$ cat src/rtl/rtc_time_reader.sv
`default_nettype none
// ============================================================================
// Module : rtc_time_reader
// Drives an I2C byte engine through an RTC register read and publishes the bytes as one time word.
// Rev    : 1.0
// ============================================================================
module rtc_time_reader #(
    parameter logic [6:0] RTC_ADDR       = 7'h68,
    parameter logic [7:0] START_REG      = 8'h00,
    parameter int         NUM_BYTES      = 3,
    parameter int         POLL_CYCLES    = 100_000_000,
    parameter int         TIMEOUT_CYCLES = 200_000
) (
    input  logic                   i_clk,
    input  logic                   i_rstn,
    input  logic                   i_req,
    output logic                   o_busy,
    output logic [8*NUM_BYTES-1:0] o_time,
    output logic                   o_time_valid,
    output logic                   o_err_nack,
    output logic                   o_err_timeout,
    output logic                   o_i2c_start,
    output logic                   o_i2c_stop,
    output logic                   o_i2c_wr,
    output logic                   o_i2c_rd,
    output logic                   o_i2c_rd_last,
    output logic [7:0]             o_i2c_wr_byte,
    input  logic                   i_i2c_tx_done,
    input  logic                   i_i2c_ack,
    input  logic                   i_i2c_dataval,
    input  logic [7:0]             i_i2c_rd_byte
);

    localparam int TW    = (TIMEOUT_CYCLES > 1) ? $clog2(TIMEOUT_CYCLES) : 1;
    localparam int IDX_W = (NUM_BYTES > 1) ? $clog2(NUM_BYTES) : 1;
    localparam int PW    = (POLL_CYCLES > 1) ? $clog2(POLL_CYCLES) : 1;
    localparam logic [TW-1:0]    c_TMO_LAST = TW'(TIMEOUT_CYCLES - 1);
    localparam logic [IDX_W-1:0] c_IDX_LAST = IDX_W'(NUM_BYTES - 1);

    typedef enum logic [3:0] {
        S_IDLE     = 4'd0,
        S_START1   = 4'd1,
        S_WR_AW    = 4'd2,
        S_WR_PTR   = 4'd3,
        S_START2   = 4'd4,
        S_WR_AR    = 4'd5,
        S_RD       = 4'd6,
        S_STOP     = 4'd7,
        S_DONE     = 4'd8,
        S_ERR_STOP = 4'd9
    } state_t;

    state_t                   r_state;
    state_t                   w_state_nxt;
    logic                     r_issue;
    logic                     w_issue_nxt;
    logic                     w_nack;
    logic                     w_expire;
    logic                     w_cmd_state;
    logic                     w_wait;
    logic                     w_done;
    logic                     w_trigger;
    logic                     w_poll;
    logic [TW-1:0]            r_tmo;
    logic [IDX_W-1:0]         r_idx;
    logic [8*NUM_BYTES-1:0]   r_shadow;
    logic [8*NUM_BYTES-1:0]   r_time;
    logic                     r_time_valid;
    logic                     r_err_nack;
    logic                     r_err_timeout;

    generate
        if (POLL_CYCLES > 0) begin : g_poll
            logic [PW-1:0] r_poll;
            always_ff @(posedge i_clk or negedge i_rstn) begin
                if (!i_rstn) begin
                    r_poll <= '0;
                end else if (r_poll == PW'(POLL_CYCLES - 1)) begin
                    r_poll <= '0;
                end else begin
                    r_poll <= r_poll + PW'(1);
                end
            end
            assign w_poll = (r_poll == PW'(POLL_CYCLES - 1));
        end else begin : g_no_poll
            assign w_poll = 1'b0;
        end
    endgenerate

    // Every state except IDLE and DONE owns exactly one engine command.
    assign w_trigger   = i_req | w_poll;
    assign w_cmd_state = (r_state != S_IDLE) && (r_state != S_DONE);
    assign w_wait      = w_cmd_state && !r_issue;
    assign w_done      = w_wait && i_i2c_tx_done;
    assign w_expire    = w_wait && !i_i2c_tx_done && (r_tmo == c_TMO_LAST);

    always_ff @(posedge i_clk or negedge i_rstn) begin
        if (!i_rstn) begin
            r_state <= S_IDLE;
            r_issue <= 1'b0;
        end else begin
            r_state <= w_state_nxt;
            r_issue <= w_issue_nxt;
        end
    end

    always_comb begin
        w_state_nxt = r_state;
        w_issue_nxt = 1'b0;
        w_nack      = 1'b0;
        case (r_state)
            S_IDLE: begin
                if (w_trigger) begin
                    w_state_nxt = S_START1;
                    w_issue_nxt = 1'b1;
                end
            end
            S_START1: begin
                if (w_done) begin
                    w_state_nxt = S_WR_AW;
                    w_issue_nxt = 1'b1;
                end
            end
            S_WR_AW, S_WR_PTR, S_WR_AR: begin
                if (w_done) begin
                    w_issue_nxt = 1'b1;
                    if (!i_i2c_ack) begin
                        w_nack      = 1'b1;
                        w_state_nxt = S_ERR_STOP;
                    end else if (r_state == S_WR_AW) begin
                        w_state_nxt = S_WR_PTR;
                    end else if (r_state == S_WR_PTR) begin
                        w_state_nxt = S_START2;
                    end else begin
                        w_state_nxt = S_RD;
                    end
                end
            end
            S_START2: begin
                if (w_done) begin
                    w_state_nxt = S_WR_AR;
                    w_issue_nxt = 1'b1;
                end
            end
            S_RD: begin
                if (w_done) begin
                    w_issue_nxt = 1'b1;
                    w_state_nxt = (r_idx == c_IDX_LAST) ? S_STOP : S_RD;
                end
            end
            S_STOP: begin
                if (w_done) begin
                    w_state_nxt = S_DONE;
                end
            end
            S_DONE: begin
                w_state_nxt = S_IDLE;
            end
            S_ERR_STOP: begin
                if (w_done) begin
                    w_state_nxt = S_IDLE;
                end
            end
            default: begin
                w_state_nxt = S_IDLE;
            end
        endcase
        // A stuck STOP is abandoned rather than retried with another STOP.
        if (w_expire) begin
            if ((r_state == S_STOP) || (r_state == S_ERR_STOP)) begin
                w_state_nxt = S_IDLE;
                w_issue_nxt = 1'b0;
            end else begin
                w_state_nxt = S_ERR_STOP;
                w_issue_nxt = 1'b1;
            end
        end
    end

    always_ff @(posedge i_clk or negedge i_rstn) begin
        if (!i_rstn) begin
            r_tmo         <= '0;
            r_idx         <= '0;
            r_shadow      <= '0;
            r_time        <= '0;
            r_time_valid  <= 1'b0;
            r_err_nack    <= 1'b0;
            r_err_timeout <= 1'b0;
        end else begin
            r_err_nack    <= w_nack;
            r_err_timeout <= w_expire;
            r_time_valid  <= (r_state == S_DONE);
            if (r_state == S_DONE) begin
                r_time <= r_shadow;
            end
            if (w_issue_nxt) begin
                r_tmo <= '0;
            end else if (w_cmd_state) begin
                r_tmo <= r_tmo + TW'(1);
            end
            if (r_state == S_IDLE) begin
                r_idx <= '0;
            end else if ((r_state == S_RD) && w_done) begin
                r_idx <= r_idx + IDX_W'(1);
            end
            if ((r_state == S_RD) && i_i2c_dataval) begin
                r_shadow[{r_idx, 3'b000} +: 8] <= i_i2c_rd_byte;
            end
        end
    end

    always_comb begin
        o_i2c_wr_byte = 8'h00;
        case (r_state)
            S_WR_AW:  o_i2c_wr_byte = {RTC_ADDR, 1'b0};
            S_WR_PTR: o_i2c_wr_byte = START_REG;
            S_WR_AR:  o_i2c_wr_byte = {RTC_ADDR, 1'b1};
            default:  o_i2c_wr_byte = 8'h00;
        endcase
    end

    assign o_busy        = (r_state != S_IDLE);
    assign o_time        = r_time;
    assign o_time_valid  = r_time_valid;
    assign o_err_nack    = r_err_nack;
    assign o_err_timeout = r_err_timeout;
    assign o_i2c_start   = r_issue && ((r_state == S_START1) || (r_state == S_START2));
    assign o_i2c_stop    = r_issue && ((r_state == S_STOP) || (r_state == S_ERR_STOP));
    assign o_i2c_wr      = r_issue && ((r_state == S_WR_AW) || (r_state == S_WR_PTR) ||
                                       (r_state == S_WR_AR));
    assign o_i2c_rd      = r_issue && (r_state == S_RD);
    assign o_i2c_rd_last = r_issue && (r_state == S_RD) && (r_idx == c_IDX_LAST);

endmodule
`default_nettype wire
$ cat config.mk
export PLATFORM = sky130hd
export DESIGN_NAME = rtc_time_reader
export DESIGN_NICKNAME = d
export VERILOG_FILES = /design/src/rtl/rtc_time_reader.sv
export SDC_FILE = /design/constraint.sdc
export NUM_CORES = 1
export LEC_CHECK = 0
export ABC_AREA = 1
export ABC_CLOCK_PERIOD_IN_PS = 4800
export BUFFER_PORTS_ARGS = -buffer_cell sky130_fd_sc_hd__buf_2
export CAP_MARGIN = 20
export CORE_ASPECT_RATIO = 1.5
export CORE_MARGIN = 2
export CORE_UTILIZATION = 25
export DETAILED_ROUTE_END_ITERATION = 10
export PLACE_DENSITY = 0.41
export RECOVER_POWER = 50
export SLEW_MARGIN = 30
export SYNTH_ARGS = -nofsm -noshare
export SYNTH_HDL_FRONTEND = slang
export SYNTH_SLANG_ARGS = --single-unit
$ cat constraint.sdc
create_clock -name i_clk -period 4.8 [get_ports i_clk]
set_input_delay 0.24 -clock i_clk [delete_from_list [all_inputs] [get_ports i_clk]]
set_output_delay 0.24 -clock i_clk [all_outputs]
set_load 0.005 [all_outputs]
# Word-level counts from Yosys, hierarchy flattened
# Cells that the tools add are included.
# totals
in_bits	14
output_inout_bits	41
reg_bits	103
# op_classes
shifts	2
bitwise_logic	1
add_sub_neg	4
muxes	29
n_eq_ne	20
reduce_logical	25
# ops
operator	n
two-way mux 4 bit	10
two-way mux 18 bit	2
case mux 4 bit (7 select lines)	1
adder 27 x 1 -> 27 bit (second input constant)	1
equality test 27 bit (second input constant)	1
two-way mux 27 bit	1
bitwise mux 24 bit	1
variable shift 8 x 7 -> 24 bit (first input constant)	1
variable part select 8 x 7 -> 24 bit	1
!= test 3 bit (second input constant)	7
adder 18 x 1 -> 18 bit (second input constant)	1
equality test 18 bit (second input constant)	1
equality test 4 x 3 -> 1 bit (second input constant)	4
case mux 8 bit (2 select lines)	1
logical AND 1 bit	12
equality test 4 x 2 -> 1 bit (second input constant)	2
equality test 4 bit (second input constant)	2
two-way mux 1 bit	8
negator 5 -> 7 bit	1
AND reduction 7 bit	1
two-way mux 2 bit	3
OR reduction 6 bit	1
equality test 4 x 1 -> 1 bit (second input constant)	1
logical NOT 4 bit	1
other kinds (11)	16

# Logic depth before layout (Yosys ltp)
# Gate-level depths: netlist of the first run.
# depth
depth_word	8
mapped_depth	11
depth_no_buf	11

# Worst setup path before layout of the first run
# Ideal clock, no wire load.
# synth_path
path_type	reg2reg
start	register g_poll.r_poll[0]
end	register r_tmo[6]
required_ps	4672
arrival_time_ps	1510
setup_ps	128
stages_incl_launch_ff	12
n_path_buf	1
path_slack_ps	3162
period_less_slack_ps	1638
path_cell_list	dfrtp_1 > ha_1 > nand3_2 > inv_2 > nand2_2 > nor2_4 > nand2_4 > nand2_1 > nand2_1 > nand3_4 > buf_12 > nor2_4
# synth_between
elab_chain_len	6
# synth_lines
element	line	source
from (decl)	74	logic [PW-1:0] r_poll;
from (signal assigned)	81	r_poll <= r_poll + PW'(1);
equality test 27 bit (*)	84	assign w_poll = (r_poll == PW'(POLL_CYCLES - 1));
bitwise OR 1 bit (*)	91	assign w_trigger = i_req | w_poll;
two-way mux 1 bit (*)	113	if (w_trigger) begin
case mux 1 bit (2 select lines) (*)	111	case (r_state)
two-way mux 1 bit (*)	169	if (w_expire) begin
net w_issue_nxt	56	logic w_issue_nxt;
two-way mux 18 bit or nonzero test 2 bit (tied branches)	n/a	
to (signal assigned)	199	r_tmo <= r_tmo + TW'(1);
to (decl)	64	logic [TW-1:0] r_tmo;
# The timed path passes the listed nets; every way through them passes the cells marked *.
# A chain may end at the register's enable or synchronous reset.

# Final worst setup path of the first run
# layout_path
start	register r_state[2]
end	register r_shadow[20]
# layout_between
elab_chain_len	2
# layout_lines
element	line	source
from (decl)	53	state_t r_state;
from (signal assigned)	102	r_state <= w_state_nxt;
equality test 4 x 3 -> 1 bit	206	if ((r_state == S_RD) && i_i2c_dataval) begin
logical AND 1 bit	206	
to (signal, indexed assignment)	207	r_shadow[{r_idx, 3'b000} +: 8] <= i_i2c_rd_byte;
to (decl)	66	logic [8*NUM_BYTES-1:0] r_shadow;
# No other way between the ends.

==> flow_metrics.env, run 1 <==
export IMPL_status="finished clean"
export IMPL_hpwl_mm=10.21
export IMPL_post_cts_resized=0
export IMPL_netlist_instances=660
export IMPL_synth_edf_count=0
export IMPL_synth_area_um2=5411
export IMPL_antenna_found_initial=0
export IMPL_hold_class="in -> reg"
export IMPL_hold_start="i_i2c_rd_byte[5]"
export IMPL_timing_rr_start="r_state[2]"
export IMPL_clock_sinks=103
export IMPL_start_util=0.2559
export IMPL_ir_drop_v=0.0001529
export IMPL_cts_tree="yes"
export IMPL_worst_slew_pin_slew_ns=0.8442
export IMPL_cp_cell_sequence="inv_1, nor2_1, nand2_1, nor2_1, nand2_1, nor2_1, nand4_1, o21ai_0"
export IMPL_worstSetupPathType="reg -> reg"
export IMPL_rows=65
export IMPL_route_detailed_drc=0
export IMPL_worstHoldEndpoint="r_shadow[13]"
export IMPL_io_pins=55
export IMPL_final_min_clock_period_ns=2.643
export IMPL_clk_path_buf_depth=2
export IMPL_port_buffer_count=50
export IMPL_final_layout_size_suffix_gt1_frac=0.09691
export IMPL_fin_nets=728
export IMPL_synth_flop_cell="dfrtp_1"
export IMPL_power_per_cell_area_nw_per_um2=430.7
export IMPL_fin_worst_skew_ns=0.01146
export IMPL_synth_distinct_cells=37
export IMPL_hold_slack_ns=0.1893
export IMPL_grt_overflow_total=0
export IMPL_start_kind="register"
export IMPL_cp_slowest_cell="nor2_1"
export IMPL_grt_pass1_vias=4479
export IMPL_cp_depth=8
export IMPL_cp_arrival_ns=2.91
export IMPL_cts_buffers=9
export IMPL_reg2reg_slack_ns=2.16
export IMPL_dieArea_um2=22860
export IMPL_detail_route_wl_per_cell_um=13.92
export IMPL_relSlewSlack=0.4352
export IMPL_slowest_delay_ns=0.69
export IMPL_synth_warnings=0
export IMPL_yosys_top_cells_area="dfrtp_1 (48%), nand2_1 (8.5%), nor2_1 (6.4%)"
export IMPL_place_congestion=0.8607
export IMPL_place_ws_ns=2.848
export IMPL_cts_setup_buffers=0
export IMPL_synth_yosys_seq_area_share=0.4763
export IMPL_die_w_um=124.1
export IMPL_finalHoldViolations=0
export IMPL_holdPathStages=3
export IMPL_clockRootBuffer="clkbuf_16"
export IMPL_placed_area_um2=5884
export IMPL_grt_max_degree=53
export IMPL_drv_slew=0
export IMPL_grt_usage=0.1272
export IMPL_worstPathRequired_ns=5.07
export IMPL_antenna_cells=0
export IMPL_cpMostUsedCell="nor2_1"
export IMPL_ff2ff_path_depth=8
export IMPL_drt_pass1_iter_count=4
export IMPL_synth_seq_cells=103
export IMPL_r2r_end="r_shadow[20]"
export IMPL_crit_buf_inv=1
export IMPL_drt_vias_per_instance=4.458
export IMPL_cp_end_kind="register"
export IMPL_async_flop_share=1.000
export IMPL_fin_ws_ns=2.157
export IMPL_clk_latency_ns=0.36
export IMPL_fin_area_um2=6091
export IMPL_period_share=0.5507
export IMPL_total_power_mw=2.623
export IMPL_num_vias=4369
export IMPL_cts_hold_buffers=1
export IMPL_drtIter0Drc=210
export IMPL_htreeDepth=3
export IMPL_yosysTopAreaCellShare=0.4763
export IMPL_core_area_um2=21150
export IMPL_grt_setup_unrepaired="no"
export IMPL_fp_dieH_um=184.2
export IMPL_critPathTopFamily="simple AND/OR/NAND/NOR gates"
export IMPL_cp_max_fo=16
export IMPL_antenna_left=0
export IMPL_grt_pass1_wl_mm=22.60
export IMPL_path_clk_slew_ns=0.08
export IMPL_maxCapViolCount=0
export IMPL_area_delta_synth_final_pct=12.55
export IMPL_fillCellCount=2347
export IMPL_tns_ns=0
export IMPL_max_freq_mhz=378.3
export IMPL_synth_area_leader_cell="dfrtp_1"
export IMPL_setup_violations=0
export IMPL_post_synth_cell_area_avg_um2=8.199
export IMPL_wl_mm=13.65
export IMPL_p_leak_nw=2.950
## where the power goes
part           switching (mW)  total, mW  internal [mW]
combinational           0.457      0.689          0.231
clock                   0.378      0.800          0.423
sequential             0.0948       1.13           1.04
## kinds of logic (layout without fill, tap and decap cells)
kind of cell / after synthesis / count (layout) / share of synthesized area
other cells: 1 / 4 / 0.0006930
fa+ha+maj: 7 / 7 / 0.01618
compound gates: 67 / 67 / 0.06590
simple gates: 335 / 335 / 0.2971
flops: 103 / 103 / 0.4763
xor+xnor: 29 / 29 / 0.04694
buf+inv: 117 / 166 / 0.09480
mux: 1 / 1 / 0.002081
## worst max path at each step
| stage | from | endpoint | slack (ns) |
|---|---|---|---|
| global placement | g_poll.r_poll[0] | g_poll.r_poll[24] | 2.60 |
| floorplan | g_poll.r_poll[0] | r_tmo[6] | 3.16 |
| global route | r_state[2] | r_shadow[20] | 1.76 |
| CTS | r_idx[0] | r_shadow[2] | 2.83 |
| detailed placement | g_poll.r_poll[0] | r_tmo[15] | 2.85 |
| finish | r_state[2] | r_shadow[20] | 2.16 |
## worst reg2reg max path, delay by kind of cell (launching register included)
kind / cells / cell delay (ns)
and+or+nand+nor: 6 / 1.85
AOI/OAI and AO/OA: 1 / 0.15
buffers and inverters: 1 / 0.10
DFF: 1 / 0.44
## layout by cell type, fill, tap and decap left out, drive strengths merged
| master | instances |
|---|---|
| dfrtp | 103 |
| nor4 | 2 |
| o22ai | 1 |
| buf | 30 |
| nand4 | 32 |
| clkinvlp | 1 |
| clkbuf | 31 |
| o21ai | 56 |
| conb | 4 |
| and3 | 2 |
| nand2 | 130 |
| nand3b | 3 |
| o21bai | 1 |
| ha | 7 |
| clkinv | 3 |
| xnor2 | 1 |
| dlygate4sd3 | 1 |
| o31ai | 1 |
| nor2 | 108 |
| xor2 | 28 |
| a21oi | 7 |
| bufinv | 1 |
| inv | 99 |
| nor3 | 11 |
| mux2 | 1 |
| a31oi | 1 |
| nor3b | 1 |
| nand3 | 46 |
## cell type report
| class | instances | area, µm² | area share |
|---|---|---|---|
| sequential | 103 | 2577 | 0.4232 |
| multi-input combinational | 443 | 2237 | 0.3673 |
| inverter | 97 | 365.4 | 0.05998 |
| tap | 268 | 335.3 | 0.05505 |
| timing repair buffer | 53 | 250.2 | 0.04108 |
| clock buffer | 9 | 225.2 | 0.03698 |
| clock inverter | 7 | 100.1 | 0.01643 |
## cells in the mapped netlist (2+ instances only)
cell type  count
nand3_4        2
nand4_1       32
clkbuf_1       4
ha_1           7
xor2_1        28
buf_6          3
nor2_1        92
nand2_2        3
nand2_4        5
nor3_1        11
buf_2          5
inv_2          5
nand3_1       43
nor2_8         2
buf_4          7
nor2_2         8
nor4_1         2
o21ai_0       56
nand3b_1       3
a21oi_1        7
nand2_1      122
inv_1         91
dfrtp_1      103
nor2_4         6
## metal layers
metal,GRT usage,part of all wire
met5,0,0
met2,0.2286,0.53
met1,0.1466,0.42
met3,0.02475,0.031
met4,0.04674,0.020
## metrics by stage
step / instances / util
after floorplan: 663 / -
after global placement: 963 / 0.2780
after detailed placement: 963 / 0.2783
after CTS: 980 / 0.2941
after global routing: 980 / 0.2880
final: 980 / 0.2880
## flip-flops by register name, indices dropped and copies added (netlist names)
signal         count
r_issue            1
o_err_timeout      1
r_shadow          24
o_err_nack         1
r_tmo             18
o_time            24
g_poll.r_poll     27
r_idx              2
o_time_valid       1
r_state            4
Note: power is estimated with default switching activity, not from simulation.
==> inputs of run 2 (changes only) <==
--- a/config.mk
+++ b/config.mk
@@ -6,7 +6,7 @@
 export NUM_CORES = 1
 export LEC_CHECK = 0
 export ABC_AREA = 1
-export ABC_CLOCK_PERIOD_IN_PS = 4800
+export ABC_CLOCK_PERIOD_IN_PS = 2500
 export BUFFER_PORTS_ARGS = -buffer_cell sky130_fd_sc_hd__buf_2
 export CAP_MARGIN = 20
 export CORE_ASPECT_RATIO = 1.5
==> constraint.sdc (replaced) <==
create_clock -name i_clk -period 2.5 [get_ports i_clk]
set_input_delay 0.125 -clock i_clk [delete_from_list [all_inputs] [get_ports i_clk]]
set_output_delay 0.125 -clock i_clk [all_outputs]
set_load 0.005 [all_outputs]
==> flow_metrics.env, run 2 (synthesis gave the netlist of run 1 again) <==
export IMPL_status="finished clean"
export IMPL_r2r_end="r_shadow[0]"
export IMPL_use_met1=0.1427
export IMPL_fp_dieH_um=184.2
export IMPL_multi_input_area_um2=2327
export IMPL_grt_pass1_vias=4409
export IMPL_fillCellCount=2306
export IMPL_layout_common_cells="nand2_1 (122), dfrtp_1 (103), nor2_1 (92), inv_1 (91), o21ai_0 (56)"
export IMPL_wl_mm=13.62
export IMPL_dieArea_um2=22860
export IMPL_antenna_cells=0
export IMPL_final_min_clock_period_ns=1.937
export IMPL_layout_commonest_cell="nand2_1"
export IMPL_cts_tree="yes"
export IMPL_critPathTopFamily="simple AND/OR/NAND/NOR gates"
export IMPL_antenna_left=0
export IMPL_ff2ff_path_depth=5
export IMPL_grt_pass1_wl_mm=22.23
export IMPL_cp_max_fo=18
export IMPL_route_detailed_drc=0
export IMPL_final_layout_size_suffix_gt1_frac=0.1147
export IMPL_die_w_um=124.1
export IMPL_antenna_found_initial=0
export IMPL_hold_class="in -> reg"
export IMPL_post_cts_resized=0
export IMPL_worstHoldEndpoint="r_shadow[6]"
export IMPL_power_per_cell_area_nw_per_um2=815.9
export IMPL_clk_latency_ns=0.35
export IMPL_tns_ns=0
export IMPL_hold_start="i_i2c_rd_byte[6]"
export IMPL_grt_max_degree=53
export IMPL_path_clk_slew_ns=0.09
export IMPL_area_delta_synth_final_pct=14.22
export IMPL_core_area_um2=21150
export IMPL_timing_rr_start="r_idx[0]"
export IMPL_crit_buf_inv=1
export IMPL_drt_vias_per_instance=4.406
export IMPL_clk_path_buf_depth=2
export IMPL_grt_busiest_layer="met2"
export IMPL_drt_pass1_iter_count=4
export IMPL_grt_overflow_total=0
export IMPL_stdcell_count=983
export IMPL_fin_worst_skew_ns=0.01104
export IMPL_finalHoldViolations=0
export IMPL_cts_buffers=9
export IMPL_fin_nets=731
export IMPL_htreeDepth=3
export IMPL_drv_slew=0
export IMPL_worst_slew_pin_slew_ns=1.425
export IMPL_place_congestion=0.8348
export IMPL_ir_drop_v=0.0003127
export IMPL_cp_arrival_ns=2.20
export IMPL_setup_violations=0
export IMPL_worstPathRequired_ns=2.77
export IMPL_period_share=0.7748
export IMPL_slowest_delay_ns=0.48
export IMPL_clock_sinks=103
export IMPL_maxCapViolCount=0
export IMPL_reg2reg_slack_ns=0.56
export IMPL_max_freq_mhz=516.3
export IMPL_rows=65
export IMPL_grt_met2_usage=0.2278
export IMPL_hpwl_mm=10.33
export IMPL_worstSetupPathType="reg -> reg"
export IMPL_start_kind="register"
export IMPL_drtIter0Drc=269
export IMPL_grt_setup_unrepaired="no"
export IMPL_seqCellArea_um2=2577
export IMPL_p_leak_nw=3.043
export IMPL_grt_usage=0.1251
export IMPL_num_vias=4331
export IMPL_dp_cells=966
export IMPL_cp_cell_sequence="inv_1, ha_1, nor2_1, nand3_1, o21ai_0"
export IMPL_largest_reg_flops=27
export IMPL_detail_route_wl_per_cell_um=13.86
export IMPL_start_util=0.2559
export IMPL_cp_slowest_cell="ha_1"
export IMPL_regMostFlops="g_poll.r_poll"
export IMPL_clockRootBuffer="clkbuf_16"
export IMPL_globalRouteMet3Util=0.02939
export IMPL_total_power_mw=5.043
export IMPL_holdPathStages=3
export IMPL_hold_slack_ns=0.06016
export IMPL_port_buffer_count=50
export IMPL_relSlewSlack=0.04967
export IMPL_io_pins=55
export IMPL_cp_end_kind="register"
==> run 2: cell types whose count changed in the layout (fill, tap and decap cells not counted), moves of 2 or more <==
cell      change
nor2_8        +2
nand2_4       +3
nor2_1        -5
inv_2         +2
nor2_4        +3
inv_1         -2
buf_2         -2
nand2_2       +2
clkbuf_2      +4
inv_6         -2
nand2_1       -5
==> run 2: layout make-up <==
class                           instances  share of cell area
Clock buffer                            9             0.03644
Timing Repair Buffer                   56             0.04211
Clock inverter                          7             0.01437
Multi-Input combinational cell        443              0.3765
Sequential cell                       103              0.4170
Inverter                               97             0.05931
Tap cell                              268             0.05425
==> run 2: repair_timing <==
action	4_1_cts	5_1_grt
hold buffers	1	0
endpoints found under the setup margin	0	0
hold endpoints to repair	49	0
setup buffers	0	0
==> run 2: worst max path at each step <==
stage | from | end | slack (ns) | depth (start not counted)
2_1_floorplan | g_poll.r_poll[0] | r_tmo[6] | 0.86 | 11
3_3_place_gp | r_idx[0] | r_shadow[0] | 0.61 | 5
3_5_place_dp | r_idx[0] | r_shadow[2] | 0.59 | 5
4_1_cts | r_idx[0] | r_shadow[2] | 0.56 | 5
5_1_grt | i_rstn | o_time[21] | 0.29 | 3
6_report | r_idx[0] | r_shadow[0] | 0.56 | 5
==> run 2: per-layer routing <==
metal  share of wire  routed length [µm]  vias up
met5               0                   0        -
met4          0.0077                 105        0
met3           0.036                 491        6
met2            0.54                7308       75
met1            0.42                5718     2057
li1                -                   -     2193
==> run 2: worst min-delay path, delay by kind of cell <==
family / cells / cell delay [ns]
and+or+nand+nor: 1 / 0.07
AOI/OAI and AO/OA: 1 / 0.06
buffers and inverters: 1 / 0.12
==> run 2: per-stage QoR <==
stage / worst slack, ns / util / instance area [µm²]
after floorplan: 0.8624 / - / 5423
after global placement: 0.6099 / 0.2791 / 5902
after detailed placement: 0.5920 / 0.2791 / 5902
after CTS: 0.5600 / 0.2944 / 6226
after global routing: 0.2878 / 0.2923 / 6181
final: 0.5630 / 0.2923 / 6181
==> run 2: where the power goes <==
| group | total [mW] | internal, mW | switching [mW] |
|---|---|---|---|
| registers | 2.19 | 2.00 | 0.198 |
| logic | 1.37 | 0.462 | 0.910 |
| clock network | 1.48 | 0.721 | 0.756 |
==> inputs of run 3 (changes only) <==
--- a/config.mk
+++ b/config.mk
@@ -5,15 +5,15 @@
 export SDC_FILE = /design/constraint.sdc
 export NUM_CORES = 1
 export LEC_CHECK = 0
-export ABC_AREA = 1
-export ABC_CLOCK_PERIOD_IN_PS = 2500
+export ABC_AREA = 0
+export ABC_CLOCK_PERIOD_IN_PS = 1900
 export BUFFER_PORTS_ARGS = -buffer_cell sky130_fd_sc_hd__buf_2
 export CAP_MARGIN = 20
 export CORE_ASPECT_RATIO = 1.5
 export CORE_MARGIN = 2
 export CORE_UTILIZATION = 25
 export DETAILED_ROUTE_END_ITERATION = 10
-export PLACE_DENSITY = 0.41
+export PLACE_DENSITY = 0.42
 export RECOVER_POWER = 50
 export SLEW_MARGIN = 30
 export SYNTH_ARGS = -nofsm -noshare
==> constraint.sdc (replaced) <==
create_clock -name i_clk -period 1.9 [get_ports i_clk]
set_input_delay 0.095 -clock i_clk [delete_from_list [all_inputs] [get_ports i_clk]]
set_output_delay 0.095 -clock i_clk [all_outputs]
set_load 0.005 [all_outputs]
==> flow_metrics.env, run 3 <==
export IMPL_netlist_instances=481
export IMPL_clk_latency_ns=0.35
export IMPL_cp_max_fo=2
export IMPL_p_leak_nw=2.916
export IMPL_fin_nets=607
export IMPL_worstHoldEndpoint="r_shadow[8]"
export IMPL_fp_dieH_um=175.6
export IMPL_synth_most_common_cell="dfrtp_1"
export IMPL_grt_pass1_wl_mm=19.43
export IMPL_cts_buffers=9
export IMPL_setup_violations=37
export IMPL_cp_cell_sequence="or4_1, or4_4, nor2_4, mux2_2, a32o_1"
export IMPL_start_kind="register"
export IMPL_total_power_mw=6.007
export IMPL_post_synth_cell_area_avg_um2=10.21
export IMPL_path_clk_slew_ns=0.07
export IMPL_synth_seq_cells=103
export IMPL_cts_tree="yes"
export IMPL_place_ws_ns=-0.3391
export IMPL_num_vias=3737
export IMPL_final_layout_size_suffix_gt1_frac=0.3283
export IMPL_worst_slew_pin_slew_ns=0.9255
export IMPL_holdPathStages=3
export IMPL_synth_distinct_cells=53
export IMPL_largest_reg_flops=27
export IMPL_ir_drop_v=0.0004895
export IMPL_timing_rr_start="r_issue"
export IMPL_core_area_um2=19240
export IMPL_dp_cells=824
export IMPL_synth_flop_cell="dfrtp_1"
export IMPL_area_delta_synth_final_pct=28.85
export IMPL_hold_start="i_i2c_rd_byte[0]"
export IMPL_reg2reg_slack_ns=-0.34
export IMPL_clock_sinks=103
export IMPL_drv_slew=0
export IMPL_grt_max_degree=63
export IMPL_grt_pass1_vias=3788
export IMPL_grt_setup_unrepaired="yes"
export IMPL_route_detailed_drc=0
export IMPL_maxCapViolCount=0
export IMPL_synth_warnings=0
export IMPL_drt_pass1_iter_count=4
export IMPL_grt_overflow_total=0
export IMPL_cp_end_kind="register"
export IMPL_place_congestion=0.7628
export IMPL_power_per_cell_area_nw_per_um2=949.5
export IMPL_clockRootBuffer="clkbuf_16"
export IMPL_hpwl_mm=8.580
export IMPL_violations="negative setup slack"
export IMPL_yosys_top_cells_area="dfrtp_1 (52%), mux2_2 (5.7%), nand2_1 (5.7%)"
export IMPL_grt_usage=0.1179
export IMPL_status="complete, but fails checks"
export IMPL_ff2ff_path_depth=5
export IMPL_relSlewSlack=0.3830
export IMPL_detail_route_wl_per_cell_um=14.06
export IMPL_synth_area_um2=4910
export IMPL_worstPathRequired_ns=2.14
export IMPL_fin_ws_ns=-0.3369
export IMPL_yosys_top_cells_count="dfrtp_1 (103), nand2_1 (75), nor2_1 (45)"
export IMPL_hold_slack_ns=0.02917
export IMPL_start_util=0.2552
export IMPL_yosysTopAreaCellShare=0.5250
export IMPL_stdcell_count=847
export IMPL_die_w_um=118.4
export IMPL_antenna_left=0
export IMPL_dieArea_um2=20800
export IMPL_io_pins=55
export IMPL_placed_area_um2=5852
export IMPL_drtIter0Drc=194
export IMPL_hold_class="in -> reg"
export IMPL_layout_commonest_cell="dfrtp_1"
export IMPL_slowest_delay_ns=0.56
export IMPL_htreeDepth=3
export IMPL_fin_worst_skew_ns=0.007778
export IMPL_fin_area_um2=6326
export IMPL_period_share=1.177
export IMPL_tns_ns=-6.906
export IMPL_finalHoldViolations=0
export IMPL_rows=62
export IMPL_port_buffer_count=50
export IMPL_clk_path_buf_depth=2
export IMPL_worstSetupPathType="reg -> reg"
export IMPL_cp_slowest_cell="or4_4"
export IMPL_final_min_clock_period_ns=2.237
export IMPL_crit_buf_inv=0
export IMPL_fin_util=0.3288
export IMPL_r2r_end="r_state[0]"
export IMPL_max_freq_mhz=447.0
export IMPL_regMostFlops="g_poll.r_poll"
export IMPL_critPathTopFamily="simple AND/OR/NAND/NOR gates"
export IMPL_cp_arrival_ns=2.47
export IMPL_synth_edf_count=0
export IMPL_async_flop_share=1.000
export IMPL_layout_common_cells="dfrtp_1 (103), nand2_1 (72), buf_4 (53), buf_2 (49), nor2_1 (32)"
export IMPL_drt_vias_per_instance=4.412
export IMPL_wl_mm=11.91
export IMPL_antenna_found_initial=0
export IMPL_synth_area_leader_cell="dfrtp_1"
export IMPL_synth_yosys_seq_area_share=0.5250
export IMPL_antenna_cells=0
-- run 3: metal layers --
metal | global-route usage | vias up | routed length, µm
li1 | - | 1841 | -
met3 | 0.02370 | 19 | 303
met2 | 0.2124 | 64 | 6318
met5 | 0 | - | 0
met4 | 0.05159 | 0 | 331
met1 | 0.1344 | 1813 | 4956
-- run 3: final cells by class --
class	count	area [µm²]
Inverter	11	41.29
Multi-Input combinational cell	345	2303
Sequential cell	103	2577
Clock inverter	6	52.55
Fill cell	2028	12910
Timing Repair Buffer	116	802.0
Clock buffer	10	229.0
Tap cell	256	320.3
-- run 3: where the power goes --
part | switching (mW) | internal, mW | total (mW)
registers | 0.142 | 2.43 | 2.57
logic | 0.895 | 0.736 | 1.63
clock network | 0.894 | 0.910 | 1.80
-- run 3: how the worst max path moves through the flow --
stage,startpoint,end,slack (ns),depth (start not counted)
2_1_floorplan,r_tmo[9],r_state[0],-0.36,5
3_3_place_gp,r_tmo[9],r_state[0],-0.31,5
3_5_place_dp,r_tmo[9],r_state[0],-0.34,5
4_1_cts,r_issue,r_state[0],-0.32,5
5_1_grt,r_issue,r_state[0],-0.38,5
6_report,r_issue,r_state[0],-0.34,5
-- run 3: timing repair --
action,4_1_cts,5_1_grt
resized for setup,21,25
buffers inserted,5,1
hold buffers,2,0
hold endpoints to repair,104,0
gates cloned,1,0
pin swaps,5,5
setup endpoints to repair,62,72
-- run 3: worst register-to-register path, stage by stage, from the launching register on --
cell and delay (ns):
dfrtp_1 0.38, or4_1 0.52, or4_4 0.56, nor2_4 0.12, mux2_2 0.34, a32o_1 0.21
-- run 3: cell families (layout without fill, tap and decap cells) --
kind of cell             count (synthesis)  after routing  share of synthesized area
multiplexers                            26             26                    0.05938
AO/OA/AOI/OAI                           55             55                    0.06600
buffers and inverters                   36            143                    0.04052
other                                    1              4                  0.0007638
adder cells (fa/ha/maj)                  7              7                    0.01784
AND/OR/NAND/NOR                        214            214                     0.2209
XOR/XNOR                                39             39                    0.06957
flip-flops                             103            103                     0.5250
